===== src/rtl/ctrl_cmd_pkg.sv =====
// Shared types and opcodes for the UART command sequencer.
package ctrl_cmd_pkg;

  typedef enum logic [2:0] {
    IDLE,
    GET_ROW,
    GET_PIXELS,
    GET_BRIGHT,
    CLEAR
  } cmd_state_e;

  localparam logic [7:0] CMD_ROW_LOAD = 8'h4C;
  localparam logic [7:0] CMD_BRIGHT   = 8'h62;
  localparam logic [7:0] CMD_CLEAR    = 8'h72;
  localparam logic [7:0] CMD_COMMIT   = 8'h52;

endpackage


===== src/rtl/cmd_timeout_counter.sv =====
// Inter-byte watchdog: counts idle cycles while enabled, expires on the
// last allowed tick unless a byte (clear) arrives in that same cycle.
module cmd_timeout_counter #(
  parameter logic [15:0] TIMEOUT_TICKS = 16'd2000
) (
  input  logic clk_in,
  input  logic reset,
  input  logic enable,
  input  logic clear,
  output logic expire
);

  logic [15:0] count_q;

  assign expire = enable && !clear && (count_q == TIMEOUT_TICKS - 16'd1);

  always_ff @(posedge clk_in or negedge reset) begin
    if (!reset) begin
      count_q <= '0;
    end else if (clear || !enable || expire) begin
      count_q <= '0;
    end else begin
      count_q <= count_q + 16'd1;
    end
  end

endmodule


===== src/rtl/control_cmd_sequencer.sv =====
// Parses the UART byte stream into row-load / brightness / clear / commit
// commands and drives the framebuffer byte write port.
//
// state      | meaning
// IDLE       | waiting for an opcode byte
// GET_ROW    | waiting for the row number after 'L'
// GET_PIXELS | consuming one row of payload bytes
// GET_BRIGHT | waiting for the brightness value after 'b'
// CLEAR      | writing zero to every framebuffer byte
module control_cmd_sequencer
  import ctrl_cmd_pkg::*;
#(
  parameter int          PIXEL_WIDTH      = 64,
  parameter int          PIXEL_HEIGHT     = 32,
  parameter int          BYTES_PER_PIXEL  = 2,
  parameter logic [15:0] TIMEOUT_TICKS    = 16'd2000,
  parameter logic [7:0]  BRIGHTNESS_RESET = 8'hFF,
  localparam int         ADDR_W           = $clog2(PIXEL_HEIGHT*PIXEL_WIDTH*BYTES_PER_PIXEL)
) (
  input  logic              clk_in,
  input  logic              reset,
  input  logic [7:0]        rx_data,
  input  logic              rx_valid,
  output logic              ram_wr_en,
  output logic [ADDR_W-1:0] ram_wr_addr,
  output logic [7:0]        ram_wr_data,
  output logic [7:0]        brightness,
  output logic              frame_commit,
  output logic              busy,
  output logic              cmd_error
);

  localparam int ROW_BYTES   = PIXEL_WIDTH*BYTES_PER_PIXEL;
  localparam int FRAME_BYTES = PIXEL_HEIGHT*ROW_BYTES;
  localparam int IDX_W       = $clog2(ROW_BYTES);
  localparam int ROW_W       = $clog2(PIXEL_HEIGHT);

  cmd_state_e         state_q, state_d;
  logic [ROW_W-1:0]   row_q;
  logic               suppress_q;
  logic [IDX_W-1:0]   idx_q;
  logic [ADDR_W-1:0]  clr_addr_q;
  logic [ADDR_W-1:0]  pix_addr;

  logic pix_wr, clr_wr, err_d, commit_d;
  logic row_bad, idx_last, clr_last;
  logic tmo_en, tmo_expire;

  assign row_bad  = 32'(rx_data) >= PIXEL_HEIGHT;
  assign idx_last = idx_q == IDX_W'(ROW_BYTES - 1);
  assign clr_last = clr_addr_q == ADDR_W'(FRAME_BYTES - 1);
  assign pix_addr = ADDR_W'(row_q) * ADDR_W'(ROW_BYTES) + ADDR_W'(idx_q);
  assign tmo_en   = (state_q == GET_ROW) || (state_q == GET_PIXELS) || (state_q == GET_BRIGHT);
  assign busy     = state_q != IDLE;

  cmd_timeout_counter #(
    .TIMEOUT_TICKS(TIMEOUT_TICKS)
  ) u_timeout (
    .clk_in(clk_in),
    .reset (reset),
    .enable(tmo_en),
    .clear (rx_valid),
    .expire(tmo_expire)
  );

  always_ff @(posedge clk_in or negedge reset) begin
    if (!reset) state_q <= IDLE;
    else        state_q <= state_d;
  end

  always_comb begin
    state_d  = state_q;
    pix_wr   = 1'b0;
    clr_wr   = 1'b0;
    err_d    = 1'b0;
    commit_d = 1'b0;
    case (state_q)
      IDLE: begin
        if (rx_valid) begin
          case (rx_data)
            CMD_ROW_LOAD: state_d  = GET_ROW;
            CMD_BRIGHT:   state_d  = GET_BRIGHT;
            CMD_CLEAR:    state_d  = CLEAR;
            CMD_COMMIT:   commit_d = 1'b1;
            default:      ;
          endcase
        end
      end
      GET_ROW: begin
        if (rx_valid) begin
          state_d = GET_PIXELS;
          err_d   = row_bad;
        end else if (tmo_expire) begin
          state_d = IDLE;
          err_d   = 1'b1;
        end
      end
      GET_PIXELS: begin
        if (rx_valid) begin
          pix_wr = !suppress_q;
          if (idx_last) state_d = IDLE;
        end else if (tmo_expire) begin
          state_d = IDLE;
          err_d   = 1'b1;
        end
      end
      GET_BRIGHT: begin
        if (rx_valid) begin
          state_d = IDLE;
        end else if (tmo_expire) begin
          state_d = IDLE;
          err_d   = 1'b1;
        end
      end
      CLEAR: begin
        clr_wr = 1'b1;
        err_d  = rx_valid;
        if (clr_last) state_d = IDLE;
      end
      default: state_d = IDLE;
    endcase
  end

  always_ff @(posedge clk_in or negedge reset) begin
    if (!reset) begin
      ram_wr_en    <= 1'b0;
      ram_wr_addr  <= '0;
      ram_wr_data  <= '0;
      brightness   <= BRIGHTNESS_RESET;
      frame_commit <= 1'b0;
      cmd_error    <= 1'b0;
      row_q        <= '0;
      suppress_q   <= 1'b0;
      idx_q        <= '0;
      clr_addr_q   <= '0;
    end else begin
      ram_wr_en    <= pix_wr || clr_wr;
      frame_commit <= commit_d;
      cmd_error    <= err_d;
      if (pix_wr) begin
        ram_wr_addr <= pix_addr;
        ram_wr_data <= rx_data;
      end else if (clr_wr) begin
        ram_wr_addr <= clr_addr_q;
        ram_wr_data <= '0;
      end
      if (state_q == GET_ROW && rx_valid) begin
        row_q      <= rx_data[ROW_W-1:0];
        suppress_q <= row_bad;
        idx_q      <= '0;
      end
      if (state_q == GET_PIXELS && rx_valid) idx_q <= idx_last ? '0 : idx_q + 1'b1;
      if (state_q == GET_BRIGHT && rx_valid) brightness <= rx_data;
      // Clear address parks at zero outside CLEAR so every clear starts at 0.
      if (state_q == CLEAR) clr_addr_q <= clr_addr_q + 1'b1;
      else                  clr_addr_q <= '0;
    end
  end

endmodule


===== config.mk =====
export PLATFORM = sky130hd
export DESIGN_NAME = control_cmd_sequencer
export DESIGN_NICKNAME = d
export VERILOG_FILES = /design/src/rtl/ctrl_cmd_pkg.sv /design/src/rtl/cmd_timeout_counter.sv /design/src/rtl/control_cmd_sequencer.sv
export SDC_FILE = /design/constraint.sdc
export NUM_CORES = 1
export LEC_CHECK = 0
export BUFFER_PORTS_ARGS = -buffer_cell sky130_fd_sc_hd__buf_2
export CORE_UTILIZATION = 58
export DETAILED_ROUTE_END_ITERATION = 16
export HOLD_SLACK_MARGIN = 0.02
export PLACE_DENSITY = 0.86
export SETUP_SLACK_MARGIN = 0.3
export SYNTH_ARGS = -nofsm -noshare
export SYNTH_HDL_FRONTEND = slang
export SYNTH_HIERARCHICAL = 1
export SYNTH_SLANG_ARGS = --single-unit

===== constraint.sdc =====
create_clock -name clk_in -period 2.3 [get_ports clk_in]
set_clock_uncertainty 0.1 [all_clocks]
set_input_delay 0.23 -clock clk_in [delete_from_list [all_inputs] [get_ports clk_in]]
set_output_delay 0.23 -clock clk_in [all_outputs]
set_load 0.01 [all_outputs]

==> run metrics <==
run status complete, no violations; synth top area cells dfrtp_1 (47%), dfstp_2 (5.9%), mux2_2 (4.4%), xnor2_1 (4.4%), nand2_1 (3.7%); count leader, synth dfrtp_1; CP Launch Type flop; Slew Viols, Final 0; total power 3.92 mW; Hold WC Path Type in2reg; DPL Wire Length between 5000 and 6000 microns; H-tree levels 3; DRT antenna net count 0; Synth cell types between 50 and 60; Antenna Cells 0; part of the cycle the worst path needs 0.845; mean post-synth cell area roughly 11 sq um; WL/cell ~17 microns; power density cells between 900 and 1000 mW/mm^2; clk slew on worst S/H paths ~0.07 ns; number of placed I/O pins 43; Period minus WS final 1.94 ns; met2 usage 0.461; met1 Use GR 0.333; die outline area roughly 0.0065 sq mm; Final WS setup 0.355 ns; cell accounting for the most synthesized area dfrtp_1; Die X between 80 and 90 microns; chip height between 80 and 90 microns; Setup TNS 0 ns; Slew HR 0.565; Tot GR Track Use 0.271; Max-Cap Viols 0; clock latency on the worst-skew pair 0.35 ns; worst slew pin tran roughly 0.65 ns; RSZ-0062 raised after global routing no; grt ovf 0; Initial Util 0.604; # setup viols final 0; Max Buffers Root-to-Sink 2; vias in the first global route about 2700; Max VDD drop roughly 0.00064 V; share of the synthesized area in the top cell type 0.469; Mapped Area 0.00358 sq mm; row cnt 28; Worst Path Arrival approximately 2.1 ns; DR vias/cell ~6; Reg2Reg Setup Slack 0.36 ns; gr busiest metal met2; # clock sinks 75; CTS buffer count 9; number of synthesized register bits 75; Root Buffer clkbuf_8; core area a little under 0.006 sq mm; CTS tree done; Synth Flop Type dfrtp_1; post-synth net total 341; Synth top cells by count dfrtp_1 (67), nand2_1 (35), nor2_1 (35); Final Wtd Congestion around 0.80; Hold WS about 0.042 ns; DRC viols 0; crit end category flop; Post-layout nets 394; CP max FO 7; synthesis warning total 6; first-pass GRT wire length ~13000 microns; WP data required between 2 and 2.5 ns; largest net degree at the start of global routing 30; sequential area share after synthesis 0.527; number of synthesized flops with an enable pin 0; grt met3 use 0.0602; Area Growth Syn to Fin 17.9%; share of cells above drive strength 1 0.312; Routed WL around 8000 microns; initial antenna violation count 0; Via Count approximately 2700; IO Port Bufs 42; fmax 514 MHz; Final Hold Viols 0; asr flop ratio synth 1.00; Initial DRT Pass Iterations 4; Mapped Cells 327; Iter 0 DRT Violations about 190; Place WS ~0.28 ns; critical path type reg2reg; Leak Pwr around 1.9 nW
per-stage QoR:
stage,cell area (sq um),std cells,util
2_1_floorplan,3580,327,-
3_3_place_gp,3850,438,0.650
3_5_place_dp,3850,438,0.650
4_1_cts,4140,456,0.699
5_1_grt,4220,460,0.712
6_report,4220,460,0.712
worst paths after layout:
path	startpoint	endpoint	cells past startpoint
hold reg to reg	ram_wr_addr[11]	ram_wr_addr[11]	1
min in group asynchronous	reset	ram_wr_addr[7]	2
max in group asynchronous	reset	u_timeout/count_q[8]	3
setup / recovery	u_timeout/count_q[6]	state_q[1]	7
hold / removal	rx_data[5]	frame_commit	2
setup reg to reg	u_timeout/count_q[6]	state_q[1]	7
layer usage:
metal	vias up	wire length, microns	share of wire
met4	0	119	0.015
met3	12	452	0.058
li1	1261	-	-
met2	112	3950	0.51
met5	-	0	0
met1	1346	3250	0.42
sequential cells by signal, indices dropped and copies added (netlist names):
register and cells:
state_q 3, brightness 8, suppress_q 1, frame_commit 1, clr_addr_q 12, idx_q 7, ram_wr_data 8, u_timeout/count_q 16
ram_wr_addr 12, ram_wr_en 1, row_q 5, cmd_error 1
cells in the final DEF, fill, tap and decap left out, drive strengths merged, types with 3 or more instances in the layout:
cell type / count
a31oi: 3
nand4: 6
a21oi: 5
inv: 8
bufinv: 4
o21ai: 18
and3: 4
mux2i: 3
mux2: 14
and2: 9
nor3: 10
nor2: 38
ha: 3
dfstp: 8
a221o: 9
xor2: 5
dfrtp: 67
clkbuf: 11
buf: 57
nand2: 35
nand3: 13
nor4: 8
xnor2: 18
critical path, cell delays in order (launching register included):
cell	delay [ns]
dfrtp_2	0.42
nand4_4	0.15
or2_4	0.29
nor4_4	0.27
nor2_1	0.11
a21oi_1	0.20
o32a_1	0.20
a211oi_1	0.07
power breakdown:
group          leakage [nW]  internal [mW]  total, mW  switching, mW
Sequential            0.959           1.59       1.76          0.162
Clock                 0.134          0.859       1.33          0.468
Combinational         0.808          0.393      0.839          0.446
Total                  1.90           2.85       3.92           1.08
kinds of logic (layout without fill, tap and decap cells):
| logic type | after synthesis | after routing | share of synthesized area |
|---|---|---|---|
| adder cells (fa/ha/maj) | 3 | 3 | 0.0105 |
| AO/OA/AOI/OAI | 49 | 49 | 0.100 |
| flip-flops | 75 | 75 | 0.527 |
| AND/OR/NAND/NOR | 136 | 136 | 0.211 |
| buffers and inverters | 24 | 82 | 0.0423 |
| multiplexers | 17 | 17 | 0.0525 |
| XOR/XNOR | 23 | 23 | 0.0563 |
final cells by class:
class / instances / area [sq um]
Timing Repair Buffer: 58 / 345
Fill cell: 393 / 1700
Sequential cell: 75 / 1900
Clock inverter: 5 / 125
Multi-Input combinational cell: 228 / 1590
Clock buffer: 11 / 141
Inverter: 8 / 30.0
Tap cell: 75 / 93.8
what timing repair did:
action                                  4_1_cts  5_1_grt
endpoints found under the setup margin        2       11
gates cloned                                  0        0
gates resized for setup                       2       13
setup buffers                                 1        4
pin swaps                                     1        5
hold buffers                                  1        0
hold endpoints to repair                     18        0
(Power assumes the default switching activity.)
